==> config.mk <==
export PLATFORM = sky130hd
export DESIGN_NAME = pll_conf_ctrl
export DESIGN_NICKNAME = d
export VERILOG_FILES = /design/src/rtl/pll_conf_ctrl.sv
export SDC_FILE = /design/constraint.sdc
export NUM_CORES = 1
export LEC_CHECK = 0
export ABC_AREA = 0
export BUFFER_PORTS_ARGS = -buffer_cell sky130_fd_sc_hd__buf_2
export CORE_MARGIN = 2
export CORE_UTILIZATION = 55
export CTS_BUF_LIST = sky130_fd_sc_hd__clkbuf_16
export DETAILED_ROUTE_END_ITERATION = 7
export PLACE_DENSITY = 0.89
export SYNTH_ARGS = -nofsm -noshare
export SYNTH_HDL_FRONTEND = slang
export SYNTH_SLANG_ARGS = --single-unit
==> constraint.sdc <==
create_clock -name scan_clk -period 5.9 [get_ports scan_clk]
set_input_delay 0 -clock scan_clk [delete_from_list [all_inputs] [get_ports scan_clk]]
set_output_delay 0 -clock scan_clk [all_outputs]
set_load 0.05 [all_outputs]
==> src/rtl/pll_conf_ctrl.sv <==
// PLL reconfiguration controller: shadow divider words, apply/lock handshake.
// Optional macro PLL_CONF_RETRY_EN adds one automatic retry on lock timeout.
module pll_conf_ctrl #(
  parameter int SCAN_CYCLES  = 160,
  parameter int LOCK_TIMEOUT = 4096
) (
  input  logic        scan_clk,
  input  logic        scan_rst,
  input  logic        wr_en,
  input  logic [2:0]  wr_addr,
  input  logic [8:0]  wr_div,
  input  logic        apply,
  input  logic        pll_locked,
  output logic [17:0] clock_0_conf,
  output logic [17:0] clock_1_conf,
  output logic [17:0] clock_2_conf,
  output logic [17:0] clock_3_conf,
  output logic [17:0] clock_4_conf,
  output logic [17:0] M_config,
  output logic [17:0] N_config,
  output logic        conf_req,
  output logic        busy,
  output logic        done,
  output logic        err,
  output logic        wr_err
);

  localparam int CNT_MAX = (SCAN_CYCLES > LOCK_TIMEOUT) ? SCAN_CYCLES : LOCK_TIMEOUT;
  localparam int CNT_W   = $clog2(CNT_MAX + 1);
  localparam logic [CNT_W-1:0] SCAN_LAST = CNT_W'(SCAN_CYCLES - 1);
  localparam logic [CNT_W-1:0] LOCK_LAST = CNT_W'(LOCK_TIMEOUT - 1);
  localparam logic [17:0] RESET_WORD = 18'h2_0000;

  typedef enum logic [2:0] {IDLE, REQ, SCAN_WAIT, LOCK_WAIT, DONE, ERR} state_e;

  state_e             state_q, state_d;
  logic [CNT_W-1:0]   cnt_q, cnt_d;
  logic               lock_seen_q, lock_seen_d;
  logic               wr_err_q, wr_err_d;
  logic [17:0]        shadow_q [7];
  logic [17:0]        shadow_d [7];
  logic [17:0]        active_q [7];
  logic [17:0]        active_d [7];
  logic               load_active;
  logic               wr_legal;
  logic [17:0]        wr_word;
`ifdef PLL_CONF_RETRY_EN
  logic               retry_q, retry_d;
`endif

  // D=1 is bypass; otherwise high takes the extra count of an odd ratio.
  function automatic logic [17:0] enc_div(input logic [8:0] d);
    if (d == 9'd1) return RESET_WORD;
    return {1'b0, d[0], d[8:1] + {7'd0, d[0]}, d[8:1]};
  endfunction

  assign wr_legal = (wr_div != 9'd0) && (wr_div <= 9'd510) && (wr_addr != 3'd7);
  assign wr_word  = enc_div(wr_div);

  // NOTE: every always_comb output gets a default first, otherwise paths that skip an assignment infer latches.
  always_comb begin
    state_d     = state_q;
    cnt_d       = '0;
    lock_seen_d = 1'b0;
    load_active = 1'b0;
    wr_err_d    = wr_en && !wr_legal;
`ifdef PLL_CONF_RETRY_EN
    retry_d     = retry_q;
`endif
    case (state_q)
      IDLE: if (apply) begin
        state_d     = REQ;
        load_active = 1'b1;
`ifdef PLL_CONF_RETRY_EN
        retry_d     = 1'b0;
`endif
      end
      REQ: state_d = SCAN_WAIT;
      SCAN_WAIT: begin
        if (cnt_q == SCAN_LAST) state_d = LOCK_WAIT;
        else                    cnt_d   = cnt_q + 1'b1;
      end
      LOCK_WAIT: begin
        lock_seen_d = pll_locked;
        if (pll_locked && lock_seen_q) begin
          state_d = DONE;
        end else if (cnt_q == LOCK_LAST) begin
`ifdef PLL_CONF_RETRY_EN
          if (!retry_q) begin
            state_d = REQ;
            retry_d = 1'b1;
          end else begin
            state_d = ERR;
          end
`else
          state_d = ERR;
`endif
        end else begin
          cnt_d = cnt_q + 1'b1;
        end
      end
      DONE: state_d = IDLE;
      ERR: if (apply) begin
        state_d = REQ;
`ifdef PLL_CONF_RETRY_EN
        retry_d = 1'b0;
`endif
      end
      default: state_d = IDLE;
    endcase
  end

  // Active words sample the shadow before this cycle's write lands.
  always_comb begin
    for (int i = 0; i < 7; i++) begin
      shadow_d[i] = shadow_q[i];
      if (wr_en && wr_legal && (wr_addr == 3'(i))) shadow_d[i] = wr_word;
      active_d[i] = load_active ? shadow_q[i] : active_q[i];
    end
  end

  // NOTE: the word registers are reset too, since downstream scan logic must never see an undefined divider.
  // NOTE: sequential state uses non-blocking assignments so every flop samples pre-edge values.
  always_ff @(posedge scan_clk) begin
    if (scan_rst) begin
      state_q     <= IDLE;
      cnt_q       <= '0;
      lock_seen_q <= 1'b0;
      wr_err_q    <= 1'b0;
      shadow_q    <= '{default: RESET_WORD};
      active_q    <= '{default: RESET_WORD};
`ifdef PLL_CONF_RETRY_EN
      retry_q     <= 1'b0;
`endif
    end else begin
      state_q     <= state_d;
      cnt_q       <= cnt_d;
      lock_seen_q <= lock_seen_d;
      wr_err_q    <= wr_err_d;
      shadow_q    <= shadow_d;
      active_q    <= active_d;
`ifdef PLL_CONF_RETRY_EN
      retry_q     <= retry_d;
`endif
    end
  end

  assign clock_0_conf = active_q[0];
  assign clock_1_conf = active_q[1];
  assign clock_2_conf = active_q[2];
  assign clock_3_conf = active_q[3];
  assign clock_4_conf = active_q[4];
  assign M_config     = active_q[5];
  assign N_config     = active_q[6];

  assign conf_req = (state_q == REQ);
  assign busy     = (state_q == REQ) || (state_q == SCAN_WAIT) || (state_q == LOCK_WAIT);
  assign done     = (state_q == DONE);
  assign err      = (state_q == ERR);
  assign wr_err   = wr_err_q;

endmodule

==> impl_summary.txt, run 1 <==
----------------------------------------------------
[Status]
  Status ... completed

[Floorplan]
  Area of the die ... roughly 19,000 um2
  Chip height ... approximately 140 um
  Die outline width ... between 100 and 150 um
  Starting utilization of the core area ... a little under three fifths
  Row count ... 49
  Count of boundary I/O pins ... between 100 and 150
  Core area ... ~18,000 um2

[Routing]
  Post-DRT Antenna Nets ... 0
  First drt pass iteration count ... 5
  DRC viols ... 0
  Wire length per cell after detailed routing ... approximately 17 um
  Via Count ... between 8k and 9k
  Violation count after the first detailed-routing iteration ... approximately 750
  Vias per std cell ... ~5.6
  Detailed-route wire length ... between 20,000 and 30,000 um

[STA]
  Worst-margin pin slew ... 1.365 ns
  Max transition margin ... under 10%
  Fin. max-slew vios ... 0
  Post-route minimum period ... around 2.7 ns
  Final setup skew ... ~0.0095 ns
  Number of hold-slack violations in the final timing report ... 0
  Final sum of negative setup slack ... 0 ns
  Unrepaired setup endpoints after global routing ... false
  Worst path setup slack after routing ... roughly 3.2 ns
  Setup-violating endpoint count in the final report ... 0
  Final Hold Slack ... 0.01217 ns
  Fin crit share ... 45.06%
  Maximum clock rate ... between 300 and 400 MHz

[Synthesis]
  Avg Inst Size Synth ... 8.499 um2
  Combinational family with the most area after synthesis ... simple AND/OR/NAND/NOR gates
  Synthesis-stage register bit count ... 270
  Fraction of the mapped netlist area in simple logic gates ... 22.24%
  Number of warnings issued by yosys ... 0
  Share of the synthesized area in compound gates (AO/OA/AOI/OAI) ... approximately 13%
  Proportion of synthesized area in mux cells ... 3.853%
  Netlist cell types ... 50
  Synthesized instance count ... around 1.2k
  Number of enable flip-flop cells after synthesis ... 0
  Portion of the post-synthesis area used by sequential elements ... a little over half
  Ys flop type ... dfxtp_1
  Cell area after synthesis ... roughly 9900 um2
  Synthesized Nets ... ~1.2k
  Post-synthesis share of cell area spent on full adders, half adders and majority gates ... less than 1%
  Proportion of synthesized flip-flops having asynchronous set or reset ... 0%
  Xor-xnor portion of the synthesized cell area ... 1.499%

[Placement]
  Placed wire-length estimate after detailed placement ... approximately 15,000 um
  Buffers on Ports ... around 150
  RD Place Congestion ... between 0.8 and 0.9
  Setup WS pre-CTS ... roughly 3.4 ns

[Critical path]
  Endpoint class of the critical path ... flip-flop
  Maximum fanout along the worst path ... 14
  Kind of start point of the critical path ... primary input
  Slowest library cell on the worst path ... nor3_2
  Data required time of the critical path ... between 6 and 7 ns
  Data arrival at the endpoint of the critical path ... between 3 and 4 ns
  CP cell instances ... dlygate4sd3_1 > buf_2 > nand4_1 > nor3_2 > or4b_1 > nand2_1 > a21oi_1
  Cell family with most CP delay ... simple AND/OR/NAND/NOR gates
  Start-to-end type of the worst setup path ... in2reg
  Biggest cell delay along the critical path ... around 1.1 ns
  Number of buffers and inverters on the critical path ... 2

[Clock tree]
  Clock root buffer ... clkbuf_16
  Clock input transition at the sequential cells of the worst setup and hold paths ... roughly 0.060 ns
  Number of cells upsized or downsized after cts ... 0
  Hold bufs inserted after CTS ... 13
  Setup Buffers After CTS ... 0
  Clock latency on the worst-skew pair ... roughly 0.52 ns
  Maximum buffer depth of the clock tree ... 3
  Sinks on Clock Net ... 270
  Number of buffers inserted during clock tree synthesis ... 27
  Number of levels in the clock H-tree ... 1
  Clock tree from TritonCTS ... built

[Hold path]
  Path type of the worst min-delay path ... in2reg

[Power]
  Maximum ir drop on the vdd rail ... around 0.23 mV
  Power after layout ... roughly 4.3 mW
  Pwr per Cell Area ... about 370 nW/um2
  Static leakage ... 4.436 nW

[Global route]
  Number of antenna violations at the first check in global routing ... 3
  Largest net degree at the start of global routing ... between 100 and 150
  Grt total ovfl ... 0
  Via count of the first global-routing pass ... approximately 7.8k
  Global-route wire length before repair ... approximately 40,000 um
  All-layer global routing usage ... about a quarter

[Final layout]
  Commonest non-fill, non-tap cell in the layout ... nand2_1
  Layout overhead on the synthesized area ... 16.77%
  Fill cell count ... around 1.4k
  Multi-input gate area in the final layout ... 4095 um2
  Number of nets in the finished design ... 1,299
  Highest-count cells in the layout ignoring fill and taps ... nand2_1 (361), dfxtp_1 (270), a21oi_1 (172)
  Area occupied by registers ... between 5000 and 6000 um2
  Ratio of cells with drive above 1 in the final layout ... ~16%

[Flow run]
  Number of maximum-capacitance violations ... 0

----------------------------------------------------
[registers in the layout (all words and copies together) (netlist names)]
signal        cells
clock_2_conf     18
shadow_q        126
lock_seen_q       1
clock_3_conf     18
state_q           3
clock_0_conf     18
clock_1_conf     18
clock_4_conf     18
N_config         18
wr_err            1
cnt_q            13
M_config         18
[worst reg2reg max path: cells and delay by family, from the launching register on]
| family | cells | cell delay (ns) |
|---|---|---|
| DFF | 1 | 0.59 |
| buffers and inverters | 2 | 1.24 |
| AOI/OAI and AO/OA | 1 | 0.17 |
| and+or+nand+nor | 3 | 0.47 |
[cell families after synthesis]
group	count (synthesis)
multiplexers	38
flip-flops	270
buffers and inverters	98
XOR/XNOR	17
adder cells (fa/ha/maj)	6
AND/OR/NAND/NOR	517
AO/OA/AOI/OAI	223
[metal layers]
layer	vias to the layer above	routed length [um]	global-route usage [%]
met5	-	13	0
met4	2	859	10.20
met3	66	2087	5.992
met2	324	11970	41.51
met1	3992	10390	32.47
li1	4077	-	-
[cell usage after synthesis (3+ instances only)]
cell	number	area share (%)
a211oi_1	35	2.6
a21oi_1	172	8.7
a31oi_1	4	0.25
and3_1	7	0.44
buf_1	7	0.26
buf_2	19	0.96
buf_4	4	0.30
buf_6	8	0.91
clkbuf_1	54	2.0
dfxtp_1	270	54
ha_1	6	0.76
inv_1	5	0.19
mux2i_1	36	3.6
nand2_1	361	14
nand2b_1	5	0.31
nand3_1	15	0.76
nand4_1	4	0.25
nor2_1	92	3.5
nor4_4	3	0.64
o211ai_1	5	0.38
or4_1	3	0.23
xnor2_1	9	0.79
xor2_1	8	0.71
[area by class of cell]
type,instances,area share [%]
timing repair buffer,170,8.163
multi-input combinational,801,35.30
clock buffer,27,5.823
sequential,270,46.59
clock inverter,19,1.423
antenna,2,0.04314
inverter,6,0.1941
tap,229,2.470
[final timing paths]
check / depth (start not counted) / slack (ns) / startpoint / to
max: 7 / 3.24 / wr_div[4] / shadow_q[52]
min: 6 / 0.01 / wr_addr[1] / shadow_q[114]
max reg2reg: 6 / 3.36 / state_q[0] / clock_1_conf[4]
min reg2reg: 2 / 0.45 / clock_2_conf[12] / clock_2_conf[12]
[through the flow]
step | cell area (um2) | utilization (%) | cells
floorplan | 9936 | - | 1169
global placement | 10630 | 59.56 | 1463
detailed placement | 10630 | 59.56 | 1463
CTS | 11600 | 65.00 | 1522
global route | 11600 | 65.03 | 1524
finish | 11600 | 65.03 | 1524
[where the power goes]
part           switching (mW)  internal, mW  leakage [nW]
clock                   0.686         0.957         0.422
combinational           0.537         0.136          1.83
sequential             0.0547          1.88          2.18
(Power assumes the default switching activity.)
==> run 2, diff against run 1 <==
--- a/config.mk
+++ b/config.mk
@@ -5,7 +5,7 @@
 export SDC_FILE = /design/constraint.sdc
 export NUM_CORES = 1
 export LEC_CHECK = 0
-export ABC_AREA = 0
+export ABC_AREA = 1
 export BUFFER_PORTS_ARGS = -buffer_cell sky130_fd_sc_hd__buf_2
 export CORE_MARGIN = 2
 export CORE_UTILIZATION = 55
==> constraint.sdc (replaced) <==
create_clock -name scan_clk -period 2.7 [get_ports scan_clk]
set_input_delay 0 -clock scan_clk [delete_from_list [all_inputs] [get_ports scan_clk]]
set_output_delay 0 -clock scan_clk [all_outputs]
set_load 0.05 [all_outputs]
==> run 2 against run 1 <==
Compared with the run above: via count rose by 9.1%; sequential power rose to 2.6 times the previous value; synthesized cell count rose by 21%; setup slack got worse by 2.5 ns; critical path type unchanged; highest routed layer is now met4.
==> impl_summary.txt, run 2 <==
----------------------------------------------------
[Status]
  Status ... completed

[Final layout]
  Area occupied by registers ... 5405 um2
  Layout overhead on the synthesized area ... 18.86%
  Commonest non-fill, non-tap cell in the layout ... nor2_1
  Top reg by flops ... shadow_q
  Highest-count cells in the layout ignoring fill and taps ... nor2_1 (517), nand2_1 (300), dfxtp_1 (270)
  Ratio of cells with drive above 1 in the final layout ... roughly 14%
  End-of-flow core utilization ... 66.97%
  Flip-flop count of the largest register after layout ... between 100 and 150
  Multi-input gate area in the final layout ... between 4000 and 5000 um2
  Number of nets in the finished design ... between 1.5k and 2k
  Fill cell count ... approximately 1.5k

[Critical path]
  Maximum fanout along the worst path ... 21
  Biggest cell delay along the critical path ... 0.56 ns
  Cell family with most CP delay ... buffers and inverters
  Number of buffers and inverters on the critical path ... 5
  Data arrival at the endpoint of the critical path ... around 2.4 ns
  Data required time of the critical path ... ~3.1 ns
  Slowest library cell on the worst path ... dlygate4sd3_1
  Endpoint class of the critical path ... flip-flop
  CP cell instances ... dlygate4sd3_1 > buf_2 > inv_1 > buf_4 > nand2_1 > nor2_1 > nand3_1 > nand4_4 > nor2_2 > buf_4 > nand2_1 > nand2_1 > nor2_1
  Most Frequent Cell on Critical Path ... nand2_1
  Start-to-end type of the worst setup path ... in2reg
  Kind of start point of the critical path ... primary input

[Clock tree]
  Number of buffers inserted during clock tree synthesis ... 28
  Maximum buffer depth of the clock tree ... 3
  Clock input transition at the sequential cells of the worst setup and hold paths ... 0.06 ns
  Sinks on Clock Net ... 270
  Setup Buffers After CTS ... 0
  Clock tree from TritonCTS ... built
  Clock latency on the worst-skew pair ... about 0.53 ns
  Hold bufs inserted after CTS ... 10
  Number of cells upsized or downsized after cts ... 0
  Number of levels in the clock H-tree ... 1
  Clock root buffer ... clkbuf_16

[Power]
  Maximum ir drop on the vdd rail ... 1.164 mV
  Switching part of the total ... a little over two fifths
  Sequential fraction of design power ... between 30 and 40%
  Power share of the combinational group ... around a third
  Net switching power figure ... just under 6 mW
  Clock network fraction of design power ... between 20% and 30%
  Static leakage ... ~5.8 nW
  Internal Pwr Total ... 7.937 mW
  Pwr per Cell Area ... around 1100 nW/um2

[Flow run]
  Number of maximum-capacitance violations ... 0

[STA]
  Maximum clock rate ... ~500 MHz
  Fin crit share ... around three quarters
  Fin. max-slew vios ... 0
  Final sum of negative setup slack ... 0 ns
  Final setup skew ... approximately 0.017 ns
  Unrepaired setup endpoints after global routing ... false
  Setup-violating endpoint count in the final report ... 0
  Worst-margin pin slew ... 0.9717 ns
  Max transition margin ... a little over a third
  Post-route minimum period ... roughly 2.0 ns
  Final Hold Slack ... between 0.04 and 0.05 ns
  Worst path setup slack after routing ... between 0.6 and 0.7 ns
  Number of hold-slack violations in the final timing report ... 0

[Floorplan]
  Starting utilization of the core area ... 56.34%
  Count of boundary I/O pins ... 148
  Row count ... 49
  Area of the die ... 19,570 um2
  Core area ... approximately 18,000 um2
  Die outline width ... 139.9 um
  Chip height ... ~140 um

[Synthesis]
  Portion of the post-synthesis area used by sequential elements ... 53.23%
  Synthesis-stage register bit count ... 270
  Area share of the largest cell type after synthesis ... between 50% and 60%
  Ys flop type ... dfxtp_1
  Top-count cell post-synth ... nor2_1
  Top cells by instance count after synthesis ... nor2_1 (519), nand2_1 (300), dfxtp_1 (270), o21ai_0 (130), clkbuf_1 (47)
  Synth area leader ... dfxtp_1
  Netlist cell types ... 25
  Number of enable flip-flop cells after synthesis ... 0
  Avg Inst Size Synth ... just over 7 um2
  Proportion of synthesized flip-flops having asynchronous set or reset ... 0%
  Number of warnings issued by yosys ... 0
  Cells taking the most area after synthesis ... dfxtp_1 (53%), nor2_1 (19%), nand2_1 (11%), o21ai_0 (6.4%), clkbuf_1 (1.7%)
  Cell area after synthesis ... ~10,000 um2
  Synthesized Nets ... 1,438
  Synthesized instance count ... between 1k and 1.5k

[Routing]
  First drt pass iteration count ... 5
  Wire length per cell after detailed routing ... 14.48 um
  Detailed-route wire length ... around 26,000 um
  Vias per std cell ... roughly 5.1
  DRC viols ... 0
  Via Count ... around 9.2k
  Post-DRT Antenna Nets ... 0
  Violation count after the first detailed-routing iteration ... between 700 and 800

[Global route]
  Largest net degree at the start of global routing ... between 100 and 150
  Number of antenna violations at the first check in global routing ... 0
  Global-route wire length before repair ... 41,330 um
  Via count of the first global-routing pass ... around 8.4k
  All-layer global routing usage ... around a quarter
  Grt total ovfl ... 0

[Placement]
  RD Place Congestion ... roughly 0.89
  Setup WS pre-CTS ... 0.8144 ns
  Placed wire-length estimate after detailed placement ... 16,090 um
  Buffers on Ports ... about 150

[Hold path]
  Path type of the worst min-delay path ... in2reg

----------------------------------------------------
## run 2: changes by cell type after synthesis, sizes merged, moves of 35 or more
cell	change
a21oi	-171
inv	+41
nor2	+433
o21ai	+130
mux2i	-36
a211oi	-35
nand2	-61
## run 2: logic make-up (layout without fill, tap and decap cells)
group,Yosys count,count (layout),synth area share [%]
AOI/OAI and AO/OA,139,139,7.023
xor gates and xnor gates,13,13,1.121
adders and majority gates,6,6,0.7393
buffers and inverters,125,277,5.200
DFF,270,270,53.23
other,0,1,0
and+or+nand+nor,862,862,32.69
## run 2: worst paths after layout
| check | cells after the start | slack [ns] | startpoint | end |
|---|---|---|---|---|
| max | 13 | 0.70 | wr_div[4] | shadow_q[61] |
| min | 6 | 0.05 | wr_div[2] | shadow_q[37] |
| max reg2reg | 10 | 0.83 | cnt_q[0] | cnt_q[12] |
| min reg2reg | 1 | 0.45 | cnt_q[0] | cnt_q[0] |
## run 2: through the flow
step	instance area [um2]	total power, mW	std cells
finish	12070	13.71	1797
global route	12070	14.34	1796
global placement	11060	9.877	1737
detailed placement	11060	9.947	1737
CTS	12070	13.75	1796
floorplan	10150	8.769	1415
## run 2: layout make-up
| type | instances | area share, % |
|---|---|---|
| Antenna cell | 1 | 0.02073 |
| Tap cell | 229 | 2.374 |
| Multi-Input combinational cell | 1020 | 35.06 |
| Timing Repair Buffer | 180 | 8.666 |
| Sequential cell | 270 | 44.78 |
| Clock inverter | 20 | 1.534 |
| Clock buffer | 29 | 6.012 |
| Inverter | 48 | 1.555 |
## run 2: power by group through the flow
stage | combinational, mW | sequential [mW] | clock [mW]
2_1_floorplan | 1.51 | 7.26 | 0
6_report | 4.82 | 5.11 | 3.78
5_1_grt | 5.17 | 5.18 | 3.99
3_3_place_gp | 4.72 | 5.16 | 0
4_1_cts | 4.83 | 5.09 | 3.82
3_5_place_dp | 4.78 | 5.16 | 0
## run 2: tightest hold or removal path: cells and delay by family
kind,cells,cell delay (ns)
buffers and inverters,3,0.36
and+or+nand+nor,3,0.18
## run 2: routing by layer
metal / track usage (%) / part of all wire (%)
met5: 0 / 0
met4: 9.579 / 3.8
met3: 3.510 / 7.6
met2: 42.16 / 46
met1: 34.31 / 42
==> run 3, diff against run 2 <==
--- a/config.mk
+++ b/config.mk
@@ -5,7 +5,7 @@
 export SDC_FILE = /design/constraint.sdc
 export NUM_CORES = 1
 export LEC_CHECK = 0
-export ABC_AREA = 1
+export ABC_AREA = 0
 export BUFFER_PORTS_ARGS = -buffer_cell sky130_fd_sc_hd__buf_2
 export CORE_MARGIN = 2
 export CORE_UTILIZATION = 55
==> constraint.sdc (replaced) <==
create_clock -name scan_clk -period 1.9 [get_ports scan_clk]
set_input_delay 0 -clock scan_clk [delete_from_list [all_inputs] [get_ports scan_clk]]
set_output_delay 0 -clock scan_clk [all_outputs]
set_load 0.05 [all_outputs]
==> run 3 against run 2 <==
Compared with the run above: register-to-register slack got worse by 0.74 ns; sequential power is 17% higher; clock power increased by 34%; count of clock-buffer cells in the layout shrank 2; non-clock buffer count increased by 35; critical endpoint is now cnt_q[9].
==> impl_summary.txt, run 3 (synthesized netlist as in run 1, its figures left out) <==
----------------------------------------------------
[Placement]
  Placed wire-length estimate after detailed placement ... 16,490 um
  Buffers on Ports ... around 150
  RD Place Congestion ... 0.8537
  Setup WS pre-CTS ... -0.3117 ns
  Total instance count after detailed placement ... about 1.5k

[Power]
  Power after layout ... 13.49 mW
  Maximum ir drop on the vdd rail ... 0.8164 mV
  Pwr per Cell Area ... 1120 nW/um2
  Static leakage ... 4.714 nW

[Global route]
  Grt total ovfl ... 0
  Number of antenna violations at the first check in global routing ... 3
  All-layer global routing usage ... roughly a quarter
  Global-route wire length before repair ... between 40,000 and 50,000 um
  Via count of the first global-routing pass ... 8,123
  Largest net degree at the start of global routing ... 239

[Final layout]
  Final Non-Filler Cells ... about 1.6k
  Fill cell count ... 1,352
  Flip-flop count of the largest register after layout ... roughly 130
  Top reg by flops ... shadow_q
  Highest-count cells in the layout ignoring fill and taps ... nand2_1 (360), dfxtp_1 (269), a21oi_1 (171)
  Commonest non-fill, non-tap cell in the layout ... nand2_1
  Ratio of cells with drive above 1 in the final layout ... about a fifth
  Number of nets in the finished design ... approximately 1.3k
  Layout overhead on the synthesized area ... 21.22%

[STA]
  Number of hold-slack violations in the final timing report ... 0
  Final setup skew ... slightly above 0.01 ns
  Max transition margin ... about 14%
  Fin crit share ... 95.39%
  Worst-margin pin slew ... ~1.3 ns
  Setup-violating endpoint count in the final report ... 0
  Fin. max-slew vios ... 0
  Worst path setup slack after routing ... 0.08751 ns
  Maximum clock rate ... about 550 MHz
  Unrepaired setup endpoints after global routing ... false
  Post-route minimum period ... 1.812 ns

[Critical path]
  Number of cells traversed by the worst register-to-register path ... 7
  Slowest library cell on the worst path ... or4_4
  Kind of start point of the critical path ... flip-flop
  Biggest cell delay along the critical path ... 0.55 ns
  Maximum fanout along the worst path ... 12
  Start-to-end type of the worst setup path ... reg2reg
  Cell family with most CP delay ... simple AND/OR/NAND/NOR gates
  Data required time of the critical path ... 2.31 ns
  Depth of the critical timing path with buffers and inverters included ... 7
  CP cell instances ... ha_2 > nand4_1 > or4_4 > a21oi_2 > nand2b_4 > buf_12 > nor2_1
  Endpoint class of the critical path ... flip-flop
  Data arrival at the endpoint of the critical path ... approximately 2.2 ns
  Number of buffers and inverters on the critical path ... 1

[Floorplan]
  Starting utilization of the core area ... 55.69%
  Chip height ... 138.4 um
  Row count ... between 40 and 50
  Count of boundary I/O pins ... ~150
  Die outline width ... roughly 140 um
  Core area ... roughly 18,000 um2
  Area of the die ... roughly 19,000 um2

[Hold path]
  Hold Path Cell Cnt ... 5
  Path type of the worst min-delay path ... in2reg

[Clock tree]
  Sinks on Clock Net ... 270
  Maximum buffer depth of the clock tree ... 3
  Clock input transition at the sequential cells of the worst setup and hold paths ... about 0.060 ns
  Clock tree from TritonCTS ... built
  Number of levels in the clock H-tree ... 1
  Number of buffers inserted during clock tree synthesis ... 26
  Clock latency on the worst-skew pair ... between 0.5 and 0.6 ns
  Clock root buffer ... clkbuf_16

[Routing]
  Detailed-route wire length ... approximately 25,000 um
  Vias per std cell ... about 5.5
  First drt pass iteration count ... 6
  Violation count after the first detailed-routing iteration ... roughly 720
  Post-DRT Antenna Nets ... 0
  DRC viols ... 0
  Via Count ... 8,616
  Wire length per cell after detailed routing ... 16.20 um

[Status]
  Status ... completed

[Flow run]
  Number of maximum-capacitance violations ... 0

----------------------------------------------------
==> run 3: cell count changes in the layout (fill, tap and decap cells not counted), moves of 13 or more <==
cell / change
mux2i_1: +36
nand2_1: +60
a21oi_1: +170
buf_4: +34
o21ai_0: -129
a211oi_1: +35
nand3_1: -13
inv_1: -38
nor2_1: -425
==> run 3: repair_timing <==
item,CTS,global route
setup buffers,0,1
gates resized for setup,2,3
endpoints found under the hold margin,15,0
pin swaps,0,1
endpoints found under the setup margin,9,13
hold buffers,6,0
==> run 3: metal layers <==
metal	global-route usage, %	part of all wire [%]
met1	33.24	42
met3	4.122	6.8
met5	0	0.063
met4	11.55	4.0
met2	42.00	47
==> run 3: worst min-delay path: cells and delay by family <==
kind	cells	cell delay, ns
simple gates	1	0.07
buf+inv	3	0.35
mux	1	0.09
==> run 3: through the flow <==
| stage | TNS [ns] | util [%] | hold WS (ns) | area (um2) |
|---|---|---|---|---|
| after floorplan | 0 | - | 0.1312 | 9938 |
| after global placement | -16.60 | 62.28 | 0.1861 | 11110 |
| after detailed placement | -22.36 | 62.28 | 0.1927 | 11110 |
| after CTS | 0 | 67.38 | 0.01602 | 12020 |
| after global routing | 0 | 67.51 | 0.07073 | 12040 |
| final | 0 | 67.51 | 0.03196 | 12040 |
==> run 3: final cells by class <==
cell class | count | area, um2 | area share [%]
Antenna cell | 2 | 5.005 | 0.04155
Multi-Input combinational cell | 801 | 4115 | 34.17
Clock buffer | 27 | 675.6 | 5.610
Inverter | 6 | 22.52 | 0.1870
Sequential cell | 270 | 5406 | 44.89
Timing Repair Buffer | 215 | 1368 | 11.35
Clock inverter | 20 | 165.2 | 1.371
Tap cell | 229 | 286.5 | 2.379
==> run 3: worst paths after layout <==
path / from / slack, ns / to
worst max-delay path: cnt_q[0] / 0.09 / cnt_q[9]
worst min-delay path: wr_div[8] / 0.03 / shadow_q[7]
worst max register to register: cnt_q[0] / 0.09 / cnt_q[9]
worst min register to register: clock_2_conf[7] / 0.45 / clock_2_conf[7]
==> run 3: power by group <==
group | total, mW | internal, mW | switching, mW
logic | 2.45 | 0.696 | 1.76
clock network | 5.07 | 2.97 | 2.10
registers | 5.97 | 5.85 | 0.118
total | 13.5 | 9.52 | 3.98
